===== src/rtl/four_to_two_priority_encoder_if.sv =====
// Request/code bundle for the sequential 4-to-2 priority encoder.
// The master side drives requests and ready; the slave side returns code, valid and status.
interface four_to_two_priority_encoder_if #(
  parameter int unsigned CNT_W = 8
);
  logic             e;
  logic             x0;
  logic             x1;
  logic             x2;
  logic             x3;
  logic             rdy;
  logic             v;
  logic             y0;
  logic             y1;
  logic             a;
  logic [CNT_W-1:0] d;

  modport master (
    output e, x0, x1, x2, x3, rdy,
    input  v, y0, y1, a, d
  );

  modport slave (
    input  e, x0, x1, x2, x3, rdy,
    output v, y0, y1, a, d
  );
endinterface


===== src/rtl/four_to_two_priority_encoder.sv =====
// Sequential 4-to-2 priority encoder: sticky pending requests issued one code at a time over
// valid/ready. Define FOUR_TO_TWO_RR_EN for round-robin selection instead of fixed priority.
module four_to_two_priority_encoder #(
  parameter int unsigned CNT_W     = 8,
  parameter bit          LOW_FIRST = 1'b0
) (
  input logic                          clk,
  input logic                          rst_n,
  four_to_two_priority_encoder_if.slave bus
);

  localparam logic [CNT_W-1:0] DMax = {CNT_W{1'b1}};

  logic [3:0]       p_q, p_d;
  logic [1:0]       y_q, y_d;
  logic             v_q, v_d;
  logic [CNT_W-1:0] d_q, d_d;

  logic [3:0]       req;
  logic [1:0]       sel;
  logic [3:0]       g;
  logic             load;
  logic [3:0]       drop;
  logic [2:0]       drop_cnt;
  logic [CNT_W+2:0] d_sum;

  assign req = bus.e ? {bus.x3, bus.x2, bus.x1, bus.x0} : 4'b0000;

`ifdef FOUR_TO_TWO_RR_EN
  logic [1:0] r_q, r_d;
  logic [1:0] idx;

  // Scan downwards so the last hit is the first set bit at or after the pointer.
  always_comb begin
    sel = 2'd0;
    idx = 2'd0;
    for (int k = 3; k >= 0; k--) begin
      idx = r_q + 2'(k);
      if (p_q[idx]) sel = idx;
    end
  end

  always_comb begin
    r_d = r_q;
    if (load) r_d = sel + 2'd1;
  end

  always_ff @(posedge clk or negedge rst_n) begin
    if (!rst_n) r_q <= 2'd0;
    else        r_q <= r_d;
  end
`else
  always_comb begin
    sel = 2'd0;
    if (LOW_FIRST) begin
      for (int i = 3; i >= 0; i--) begin
        if (p_q[i]) sel = 2'(i);
      end
    end else begin
      for (int i = 0; i < 4; i++) begin
        if (p_q[i]) sel = 2'(i);
      end
    end
  end
`endif

  assign g    = (|p_q) ? (4'b0001 << sel) : 4'b0000;
  assign load = (|p_q) & (~v_q | bus.rdy);

  // A request landing on the line being granted this edge re-pends rather than counting as dropped.
  assign drop     = req & p_q & ~(load ? g : 4'b0000);
  assign drop_cnt = 3'(drop[0]) + 3'(drop[1]) + 3'(drop[2]) + 3'(drop[3]);
  assign d_sum    = (CNT_W+3)'(d_q) + (CNT_W+3)'(drop_cnt);

  always_comb begin
    p_d = (p_q & ~(load ? g : 4'b0000)) | req;
    y_d = y_q;
    v_d = v_q;
    d_d = (d_sum > (CNT_W+3)'(DMax)) ? DMax : d_sum[CNT_W-1:0];
    if (load) begin
      y_d = sel;
      v_d = 1'b1;
    end else if (v_q && bus.rdy) begin
      v_d = 1'b0;
    end
  end

  always_ff @(posedge clk or negedge rst_n) begin
    if (!rst_n) begin
      p_q <= 4'b0000;
      y_q <= 2'b00;
      v_q <= 1'b0;
      d_q <= '0;
    end else begin
      p_q <= p_d;
      y_q <= y_d;
      v_q <= v_d;
      d_q <= d_d;
    end
  end

  assign bus.v  = v_q;
  assign bus.y0 = y_q[0];
  assign bus.y1 = y_q[1];
  assign bus.a  = |p_q;
  assign bus.d  = d_q;

endmodule

===== src/flat_wrapper.sv =====
// flat-port wrapper written by rule: the top's interface ports become plain ports
module four_to_two_priority_encoder_flat 
#(
  parameter int unsigned CNT_W     = 8,
  parameter bit          LOW_FIRST = 1'b0
)
  (clk, rst_n, bus_e, bus_x0, bus_x1, bus_x2, bus_x3, bus_rdy, bus_v, bus_y0, bus_y1, bus_a, bus_d);
  four_to_two_priority_encoder_if #(.CNT_W(CNT_W)) bus_i ();
  input logic clk;
  input logic rst_n;
  input wire logic [$bits(bus_i.e)-1:0] bus_e;
  input wire logic [$bits(bus_i.x0)-1:0] bus_x0;
  input wire logic [$bits(bus_i.x1)-1:0] bus_x1;
  input wire logic [$bits(bus_i.x2)-1:0] bus_x2;
  input wire logic [$bits(bus_i.x3)-1:0] bus_x3;
  input wire logic [$bits(bus_i.rdy)-1:0] bus_rdy;
  output wire logic [$bits(bus_i.v)-1:0] bus_v;
  output wire logic [$bits(bus_i.y0)-1:0] bus_y0;
  output wire logic [$bits(bus_i.y1)-1:0] bus_y1;
  output wire logic [$bits(bus_i.a)-1:0] bus_a;
  output wire logic [$bits(bus_i.d)-1:0] bus_d;
  assign bus_i.e = bus_e;
  assign bus_i.x0 = bus_x0;
  assign bus_i.x1 = bus_x1;
  assign bus_i.x2 = bus_x2;
  assign bus_i.x3 = bus_x3;
  assign bus_i.rdy = bus_rdy;
  assign bus_v = bus_i.v;
  assign bus_y0 = bus_i.y0;
  assign bus_y1 = bus_i.y1;
  assign bus_a = bus_i.a;
  assign bus_d = bus_i.d;
  four_to_two_priority_encoder #(.CNT_W(CNT_W), .LOW_FIRST(LOW_FIRST)) u_core (.clk(clk), .rst_n(rst_n), .bus(bus_i));
endmodule

===== config.mk =====
export PLATFORM = sky130hd
export DESIGN_NAME = four_to_two_priority_encoder_flat
export DESIGN_NICKNAME = d
export VERILOG_FILES = /design/src/rtl/four_to_two_priority_encoder_if.sv /design/src/rtl/four_to_two_priority_encoder.sv /design/src/flat_wrapper.sv
export SDC_FILE = /design/constraint.sdc
export NUM_CORES = 1
export LEC_CHECK = 0
export ABC_AREA = 0
export CORE_AREA = 2 2 45 47
export DETAILED_ROUTE_END_ITERATION = 8
export DIE_AREA = 0 0 47 49
export GPL_ROUTABILITY_DRIVEN = 0
export PLACE_DENSITY = 0.81
export SLEW_MARGIN = 20
export SYNTH_ARGS = -nofsm -noshare
export SYNTH_HDL_FRONTEND = slang
export SYNTH_SLANG_ARGS = --single-unit

===== constraint.sdc =====
create_clock -name clk -period 4.6 [get_ports clk]
set_clock_uncertainty 0.1 [all_clocks]
set_input_delay 0.46 -clock clk [delete_from_list [all_inputs] [get_ports clk]]
set_output_delay 0.46 -clock clk [all_outputs]
set_load 0.03 [all_outputs]

==> results of run 1 <==
==> per-layer routing <==
layer / wire length (um) / up-vias / part of all wire [%]
met5: 0 / - / 0
met4: 7 / 0 / 0.44
met3: 78 / 2 / 4.8
met2: 762 / 16 / 47
met1: 761 / 292 / 47
li1: - / 329 / -
==> logic make-up (layout without fill, tap and decap cells) <==
family / after synthesis / in the layout / share of synthesized area [%]
compound gates: 16 / 16 / 13.2
xor+xnor: 1 / 1 / 1.07
buf+inv: 8 / 31 / 3.67
mux: 2 / 2 / 2.75
simple gates: 34 / 34 / 20.9
fa+ha+maj: 7 / 7 / 12.5
flops: 15 / 15 / 45.9
==> cell type report <==
class,count,share of cell area (%)
clock buffers,3,2.11
clock inverters,1,0.468
inverters,8,2.81
multi-input cells,60,38.6
flip-flops and latches,15,35.1
well taps,27,3.16
repair buffers,19,17.8
==> state kept, by name, indices dropped and copies added (netlist names) <==
signal and cells:
u_core.y_q 2, u_core.bus.d 8, u_core.bus.v 1, u_core.p_q 4
==> power groups by stage <==
| stage | Combinational (mW) | Clock, mW | Sequential (mW) |
|---|---|---|---|
| 6_report | 0.274 | 0.0750 | 0.215 |
| 5_1_grt | 0.298 | 0.0853 | 0.222 |
| 4_1_cts | 0.277 | 0.0773 | 0.215 |
| 3_5_place_dp | 0.276 | 0 | 0.216 |
| 3_3_place_gp | 0.268 | 0 | 0.214 |
| 2_1_floorplan | 0.102 | 0 | 0.282 |
==> worst reg2reg max path: stages (launching register included) <==
cell and delay, ns:
dfrtp_1 0.40, and2b_1 0.23, o41ai_1 0.33, nor2_1 0.10, ha_1 0.29, inv_1 0.08
fa_1 0.42, inv_1 0.07, ha_1 0.16, inv_1 0.05, fa_1 0.36, and2b_4 0.28
nor2_2 0.06, or3_4 0.42, nand2_1 0.09
==> worst paths after layout <==
path                                            from                         to  slack, ns
min in group asynchronous                      rst_n  u_core.y_q[1]$_DFFE_PN0P_       0.48
hold / removal             u_core.bus.d[6]$_DFF_PN0_  u_core.bus.d[6]$_DFF_PN0_       0.46
max in group asynchronous                      rst_n  u_core.bus.d[2]$_DFF_PN0_       3.50
hold reg to reg            u_core.bus.d[6]$_DFF_PN0_  u_core.bus.d[6]$_DFF_PN0_       0.46
setup reg to reg            u_core.bus.v$_DFFE_PN0P_  u_core.bus.d[1]$_DFF_PN0_       1.09
setup / recovery                             bus_rdy  u_core.bus.d[1]$_DFF_PN0_       0.82
==> cell usage in the layout (no fill, tap or decap), types with 3 or more instances in the layout <==
master,count
clkbuf_4,3
nor2_1,6
clkdlybuf4s50_1,19
nand2_1,14
o21ai_0,5
dfrtp_1,15
inv_1,8
ha_1,5
==> per-stage QoR <==
step | total power, mW | instance area, um2 | utilization [%] | cells | setup slack (ns)
floorplan | 0.383 | 818 | - | 83 | 1.15
global placement | 0.482 | 1040 | 56.6 | 129 | 0.555
detailed placement | 0.492 | 1040 | 56.6 | 129 | 0.524
CTS | 0.569 | 1070 | 58.1 | 133 | 0.812
global route | 0.605 | 1070 | 58.1 | 133 | 0.578
finish | 0.563 | 1070 | 58.1 | 133 | 0.825
==> qor.csv, run 1 <==
metric;value;unit
fp.dieW;47;um
period_share;82.1;%
finalNetCount;122;
endpoint_kind;flip-flop;
fp.dieArea;0.00230;mm2
ys_async_sr_fraction;100;%
grt_busiest_layer;met2;
synth_edf_count;0;
cts_max_level;1;
slew_headroom;55.4;%
numPortBuffers;19;
synthTopCellsByArea;dfrtp_1, ha_1, nand2_1;
viasPerCell;4.80;
power.density;527;mW/mm2
antenna_found_initial;0;
cp_top_family;adder cells;
vdd_drop_max;0.000319;V
cts.sinks;15;
nFillCells;186;
yosysSeqAreaShare;45.9;%
holdBufCountCts;0;
finalSetupTns;0;ns
max_cap_viol_count;0;
clock_path_buffers;2;
regArea;375;um2
final-hold-violation-count;0;
crit_path_top_delay_cell;clkdlybuf4s50_1;
cts_resized;0;
syn_nets;98;
path_common_cell;inv_1;
run_status;complete, no violations;
gr-usage-met1;21.9;%
leakagePower;0.475;nW
ioPinCount;20;
cts_tree;done;
grt_pass1_wl;2700;um
vias;639;
grt_util_all_layers;16.4;%
grt_max_degree;16;
numCtsBuffers;3;
core_region_area;0.00184;mm2
tightest_slew;0.668;ns
critPathBufInv;4;
clock_latency;0.28;ns
rr_worst_depth;14;
whs_path_depth;1;
setup_viol_count_final;0;
internal-power;327;uW
synth.most_common_cell;dfrtp_1;
synth-seq-cells;15;
clockRootBuffer;clkbuf_4;
worst_hold_path_type;flip-flop to flip-flop;
cts_setup_buffers;0;
initial_core_util;44.4;%
crit_cells;15;
synth_top_area_share;45.9;%
finalCriticalPeriod;3.78;ns
yosys.area.top_type;dfrtp_1;
start_kind;input pin;
drt_pass1_iterations;3;
use_met2;25.3;%
drv_slew;0;
multi_input_area;413;um2
syn_area;818;um2
grt_util_met3;4.44;%
ys_warn_count;0;
cp_max_fo;7;
ys.flop_type;dfrtp_1;
swShare;42.0;%
max_stage_delay;0.47;ns
drtIter0Drc;5;
ant_nets;0;
p_clk_share;13.3;%
netlist_instances;83;
hpwl;1270;um
rows;16;
fmax;0.265;GHz
wire_per_inst;12.1;um
required;4.72;ns
drive_gt1_share;10.4;%
grt_pass1_vias;626;
drc;0;
drt-total-wl;1610;um
rsz0062_at_grt;false;
cp.arrival;3.90;ns
clk_pin_slew;0.09;ns
hold_slack;0.455;ns
diodes;0;
synth.distinct_cells;32;
syn_area_per_cell;9.86;um2
yosys-top-cells-count;dfrtp_1, nand2_1, inv_1;
seq_power_share;38.1;%
die-height;49;um
crit_chain;clkdlybuf4s50_1 > and2b_1 > o41ai_1 > nor2_1 > ha_1 > inv_1 > fa_1 > inv_1 > ha_1 > inv_1 > fa_1 > and2b_4 > nor2_2 > or3_4 > nand2_1;
area_growth;30.7;%
switchingPower;236;uW
globalRoute.totalOverflow;0;
combPwrFrac;48.6;%
critPathKind;input pin to flip-flop;
Note: power is estimated with default switching activity, not from simulation.
==> run 2: changes to the inputs <==
==> constraint.sdc (replaced) <==
create_clock -name clk -period 3.5 [get_ports clk]
set_clock_uncertainty 0.1 [all_clocks]
set_input_delay 0.35 -clock clk [delete_from_list [all_inputs] [get_ports clk]]
set_output_delay 0.35 -clock clk [all_outputs]
set_load 0.03 [all_outputs]
==> qor.csv, run 2 (synthesis results as in run 1) <==
metric;value;unit;change
run_status;complete, no violations;;
critPathKind;flip-flop to flip-flop;;
dr_wl_met3;70;um;-10%
antenna_found_initial;0;;unchanged
finalNetCount;130;;+6.6%
crit_chain;and2b_1 > o41ai_2 > nor2_1 > ha_1 > inv_2 > fa_1 > inv_1 > ha_2 > inv_2 > fa_2 > and2b_4 > nor2_4 > or3_4 > nand2b_1;;
endpoint_kind;flip-flop;;
rows;16;;unchanged
slew_headroom;52.8;%;-2.6 points
initial_core_util;44.4;%;unchanged
max_cap_viol_count;0;;unchanged
globalRoute.totalOverflow;0;;unchanged
numCtsBuffers;3;;unchanged
drt-met1-wl;790;um;+3.8%
rsz0062_at_grt;false;;
largest_reg_flops;8;;unchanged
cts_tree;done;;
cts_max_level;1;;unchanged
cp_top_family;adder cells;;
final_cell_mix;clkdlybuf4s50_1, dfrtp_1, nand2_1;;
multi_input_area;433;um2;+4.8%
drc;0;;unchanged
combPwrFrac;51.2;%;+2.6 points
crit_path_top_delay_cell;fa_1;;
cp.arrival;3.36;ns;-0.54 ns
dr.max_layer_used;met4;;
worst_hold_path_type;input pin to asynchronous set/reset pin;;
start_kind;flip-flop;;
holdBufCountCts;0;;unchanged
power.density;683;mW/mm2;+30%
wire_per_inst;12.6;um;+4.1%
max_stage_delay;0.43;ns;-0.04 ns
final_common_cell;clkdlybuf4s50_1;;
critPathBufInv;3;;-1
p_clk_share;12.7;%;-0.6 points
fp.dieW;47;um;unchanged
ant_nets;0;;unchanged
required;3.62;ns;-1.10 ns
finalCriticalPeriod;3.24;ns;
grt_pass1_vias;738;;+18%
fmax;0.309;GHz;
regArea;375;um2;unchanged
r2r_setup_slack;0.26;ns;-0.83 ns
tightest_slew;0.706;ns;+0.0383 ns
wl_met2;893;um;+17%
place_inst;134;;+3.9%
internal-power;458;uW;+40%
drive_gt1_share;21.1;%;+11 points
swShare;41.5;%;-0.47 points
area_growth;40.2;%;
diodes;0;;unchanged
switchingPower;325;uW;+37%
drtIter0Drc;6;;+1
drv_slew;0;;unchanged
r2r_end;u_core.bus.d[0]$_DFF_PN0_;;
core_region_area;0.00184;mm2;unchanged
clk_pin_slew;0.09;ns;about the same
r2r-start;u_core.bus.v$_DFFE_PN0P_;;
vdd_drop_max;0.000406;V;+27%
leakagePower;0.517;nW;+8.9%
final-hold-violation-count;0;;unchanged
clockRootBuffer;clkbuf_4;;
period_share;92.6;%;
seq_power_share;36.1;%;-2.0 points
finalSetupTns;0;ns;unchanged
nFillCells;171;;-8.1%
final_cells;141;;+6.0%
viasPerCell;4.87;;+1.4%
rr_worst_depth;14;;unchanged
vias;687;;+7.5%
ioPinCount;20;;unchanged
grt_util_all_layers;19.2;%;+2.8 points
clock_latency;0.28;ns;about the same
grt_max_degree;16;;unchanged
hpwl;1370;um;+8.3%
cts.sinks;15;;unchanged
drt_pass1_iterations;4;;+1
grt_pass1_wl;3170;um;+17%
cp_max_fo;4;;-3
die-height;49;um;unchanged
fp.dieArea;0.00230;mm2;unchanged
numPortBuffers;19;;unchanged
drt-total-wl;1780;um;+10%
clock_path_buffers;2;;unchanged
setup_viol_count_final;0;;unchanged
path_common_cell;inv_2;;
run 2: cell count changes in the layout (fill, tap and decap cells not counted), sizes merged:
cell | before | now
clkdlybuf4s50 | 19 | 18
clkinv | 1 | 0
clkbuf | 3 | 4
dlygate4sd2 | 0 | 1
buf | 0 | 8
run 2: area by class of cell:
cell class	count	area share [%]
multi-input cells	60	37.7
flip-flops and latches	15	32.7
repair buffers	27	21.7
well taps	27	2.94
inverters	8	2.62
clock buffers	4	2.29
run 2: timing repair:
item	CTS	global route
endpoints found under the setup margin	8	7
resized for setup	10	0
pin swaps	7	1
setup buffers	3	0
run 2: per-layer routing:
layer  vias up  global-route usage, %
li1        344                      -
met1       317                   23.1
met2        22                   32.4
met3         4                   3.70
met4         0                   7.41
met5         -                      0
run 2: power groups by stage:
stage	clock network (mW)	registers [mW]	logic, mW
2_1_floorplan	0	0.370	0.134
3_3_place_gp	0	0.281	0.370
3_5_place_dp	0	0.284	0.381
4_1_cts	0.103	0.284	0.405
5_1_grt	0.114	0.291	0.437
6_report	0.0996	0.283	0.401
run 2: worst register-to-register path: stages (launching register included):
cell and delay (ns):
dfrtp_1 0.39, and2b_1 0.18, o41ai_2 0.26, nor2_1 0.09, ha_1 0.30, inv_2 0.04, fa_1 0.43, inv_1 0.07
ha_2 0.18, inv_2 0.04, fa_2 0.35, and2b_4 0.27, nor2_4 0.04, or3_4 0.36, nand2b_1 0.09
run 2: worst max-delay path by stage:
stage | endpoint | from | slack, ns | cells past startpoint
5_1_grt | u_core.bus.d[6]$_DFF_PN0_ | u_core.bus.v$_DFFE_PN0P_ | 0.01 | 15
4_1_cts | u_core.bus.d[0]$_DFF_PN0_ | u_core.bus.v$_DFFE_PN0P_ | 0.12 | 14
2_1_floorplan | u_core.bus.d[0]$_DFF_PN0_ | u_core.bus.v$_DFFE_PN0P_ | 0.05 | 14
6_report | u_core.bus.d[0]$_DFF_PN0_ | u_core.bus.v$_DFFE_PN0P_ | 0.26 | 14
3_5_place_dp | u_core.bus.d[1]$_DFF_PN0_ | bus_rdy | -0.47 | 15
3_3_place_gp | u_core.bus.d[0]$_DFF_PN0_ | bus_rdy | -0.37 | 15
run 2: metrics by stage:
step	hold WS, ns	instance area [um2]	setup WS, ns	util (%)	total power [mW]
3_3_place_gp	0.387	1080	-0.366	58.6	0.651
4_1_cts	0.403	1150	0.123	62.3	0.792
2_1_floorplan	-0.0456	818	0.0549	-	0.504
3_5_place_dp	0.417	1080	-0.467	58.6	0.665
6_report	0.385	1150	0.260	62.3	0.783
5_1_grt	0.431	1150	0.00989	62.3	0.843
==> run 3: changes to the inputs <==
--- a/config.mk
+++ b/config.mk
@@ -11,6 +11,7 @@
 export DIE_AREA = 0 0 47 49
 export GPL_ROUTABILITY_DRIVEN = 0
 export PLACE_DENSITY = 0.81
+export SETUP_SLACK_MARGIN = 0.4
 export SLEW_MARGIN = 20
 export SYNTH_ARGS = -nofsm -noshare
 export SYNTH_HDL_FRONTEND = slang
==> qor.csv, run 3 (synthesis results as in run 1) <==
metric;value;unit;change
drt-total-wl;1840;um;+3.5%
numPortBuffers;19;;unchanged
holdBufCountCts;0;;unchanged
rsz0062_at_grt;true;;
cts.sinks;15;;unchanged
final-hold-violation-count;0;;unchanged
tightest_slew;0.687;ns;-0.0190 ns
slew_headroom;54.1;%;+1.3 points
fmax;0.304;GHz;-1.5%
grt_util_all_layers;19.1;%;-0.10 points
setup_viol_count_final;0;;unchanged
endpoint_kind;flip-flop;;
diodes;0;;unchanged
critPathKind;flip-flop to flip-flop;;
worst_hold_path_type;input pin to asynchronous set/reset pin;;
rows;16;;unchanged
period_share;94.0;%;+1.4 points
final_common_cell;clkdlybuf4s50_1;;
drc;0;;unchanged
start_kind;flip-flop;;
drtIter0Drc;14;;+8
cts_max_level;1;;unchanged
finalNetCount;129;;-0.77%
path_common_cell;inv_2;;
max_stage_delay;0.43;ns;about the same
antenna_found_initial;0;;unchanged
switchingPower;355;uW;+9.1%
initial_core_util;44.4;%;unchanged
cp_max_fo;4;;unchanged
crit_path_top_delay_cell;fa_2;;
drive_gt1_share;34.5;%;+13 points
drt_pass1_iterations;4;;unchanged
cp.arrival;3.41;ns;+0.05 ns
grt_pass1_wl;3150;um;-0.44%
globalRoute.totalOverflow;0;;unchanged
cts_tree;done;;
rr_worst_depth;14;;unchanged
die-height;49;um;unchanged
fin_area;0.00123;mm2;+7.3%
place_inst;134;;unchanged
fp.dieArea;0.00230;mm2;unchanged
swShare;42.8;%;+1.3 points
final_cells;140;;-0.71%
internal-power;475;uW;+3.5%
hpwl;1320;um;-3.6%
area_growth;50.5;%;
fp.dieW;47;um;unchanged
numCtsBuffers;3;;unchanged
seq_power_share;36.2;%;about the same
clockRootBuffer;clkbuf_4;;
leakagePower;0.520;nW;+0.58%
vias;697;;+1.5%
vdd_drop_max;0.000432;V;+6.6%
finalSetupTns;0;ns;unchanged
ioPinCount;20;;unchanged
place_area;0.00110;mm2;+1.9%
viasPerCell;4.98;;+2.2%
p_clk_share;11.9;%;-0.8 points
r2r_end;u_core.bus.d[1]$_DFF_PN0_;;
r2r-start;u_core.bus.v$_DFFE_PN0P_;;
clock_latency;0.28;ns;about the same
required;3.62;ns;about the same
power.density;674;mW/mm2;-1.4%
run_status;complete, no violations;;
clk_pin_slew;0.10;ns;about the same
combPwrFrac;51.9;%;+0.7 points
crit_chain;and2b_2 > o41ai_4 > nor2_1 > ha_1 > inv_2 > fa_2 > inv_2 > ha_4 > inv_2 > fa_2 > and2b_4 > nor2_4 > or3_4 > nand2_2;;
largest_reg_flops;8;;unchanged
final_cell_mix;clkdlybuf4s50_1, dfrtp_1, nand2_1;;
post-route-util;66.8;%;+4.6 points
drv_slew;0;;unchanged
core_region_area;0.00184;mm2;unchanged
ant_nets;0;;unchanged
clock_path_buffers;2;;unchanged
grt_pass1_vias;756;;+2.4%
hold_slack;0.376;ns;-0.00855 ns
finalCriticalPeriod;3.29;ns;+0.0498 ns
max_cap_viol_count;0;;unchanged
wire_per_inst;13.1;um;+4.2%
grt_max_degree;16;;unchanged
r2r_setup_slack;0.21;ns;-0.05 ns
run 3: critical path, delay by kind of cell, from the launching register on:
kind                       cells  cell delay (ns)
buffers and inverters          3             0.17
adders and majority gates      4             1.18
AOI/OAI and AO/OA              1             0.24
DFF                            1             0.41
and+or+nand+nor                6             1.13
run 3: worst max-delay path by stage:
stage / startpoint / end / slack (ns) / depth (start not counted)
after global placement: bus_rdy / u_core.bus.d[1]$_DFF_PN0_ / -0.20 / 15
after floorplan: u_core.bus.v$_DFFE_PN0P_ / u_core.bus.d[0]$_DFF_PN0_ / 0.22 / 14
after detailed placement: bus_rdy / u_core.bus.d[0]$_DFF_PN0_ / -0.25 / 15
after global routing: u_core.bus.v$_DFFE_PN0P_ / u_core.bus.d[0]$_DFF_PN0_ / 0.09 / 14
final: u_core.bus.v$_DFFE_PN0P_ / u_core.bus.d[1]$_DFF_PN0_ / 0.21 / 14
after CTS: u_core.bus.v$_DFFE_PN0P_ / u_core.bus.d[0]$_DFF_PN0_ / 0.20 / 14
run 3: metrics by stage:
| stage | setup WS, ns | power, mW |
|---|---|---|
| 2_1_floorplan | 0.218 | 0.510 |
| 4_1_cts | 0.202 | 0.831 |
| 3_3_place_gp | -0.204 | 0.665 |
| 3_5_place_dp | -0.248 | 0.670 |
| 6_report | 0.210 | 0.829 |
| 5_1_grt | 0.0912 | 0.888 |
run 3: per-layer routing:
| metal | GRT usage, % | routed length, um | up-vias |
|---|---|---|---|
| met5 | 0 | 0 | - |
| met4 | 6.94 | 12 | 0 |
| met3 | 3.70 | 55 | 2 |
| met2 | 32.9 | 969 | 17 |
| met1 | 22.5 | 800 | 335 |
| li1 | - | - | 343 |
run 3: area by class of cell:
cell class	count	area (um2)
Sequential cell	15	378
Inverter	8	30.0
Multi-Input combinational cell	60	517
Timing Repair Buffer	26	245
Tap cell	27	33.8
Clock inverter	1	5.00
Fill cell	151	611
Clock buffer	3	22.5
run 3: power by group through the flow:
stage,clock (mW),combinational (mW),sequential (mW)
finish,0.0983,0.431,0.300
global route,0.114,0.463,0.311
CTS,0.103,0.428,0.299
detailed placement,0,0.382,0.288
global placement,0,0.379,0.286
floorplan,0,0.138,0.372
run 3: timing repair:
item / in CTS / in global routing
setup endpoints to repair: 8 / 8
buffers inserted: 2 / 0
pin swaps: 9 / 0
resized for setup: 20 / 1
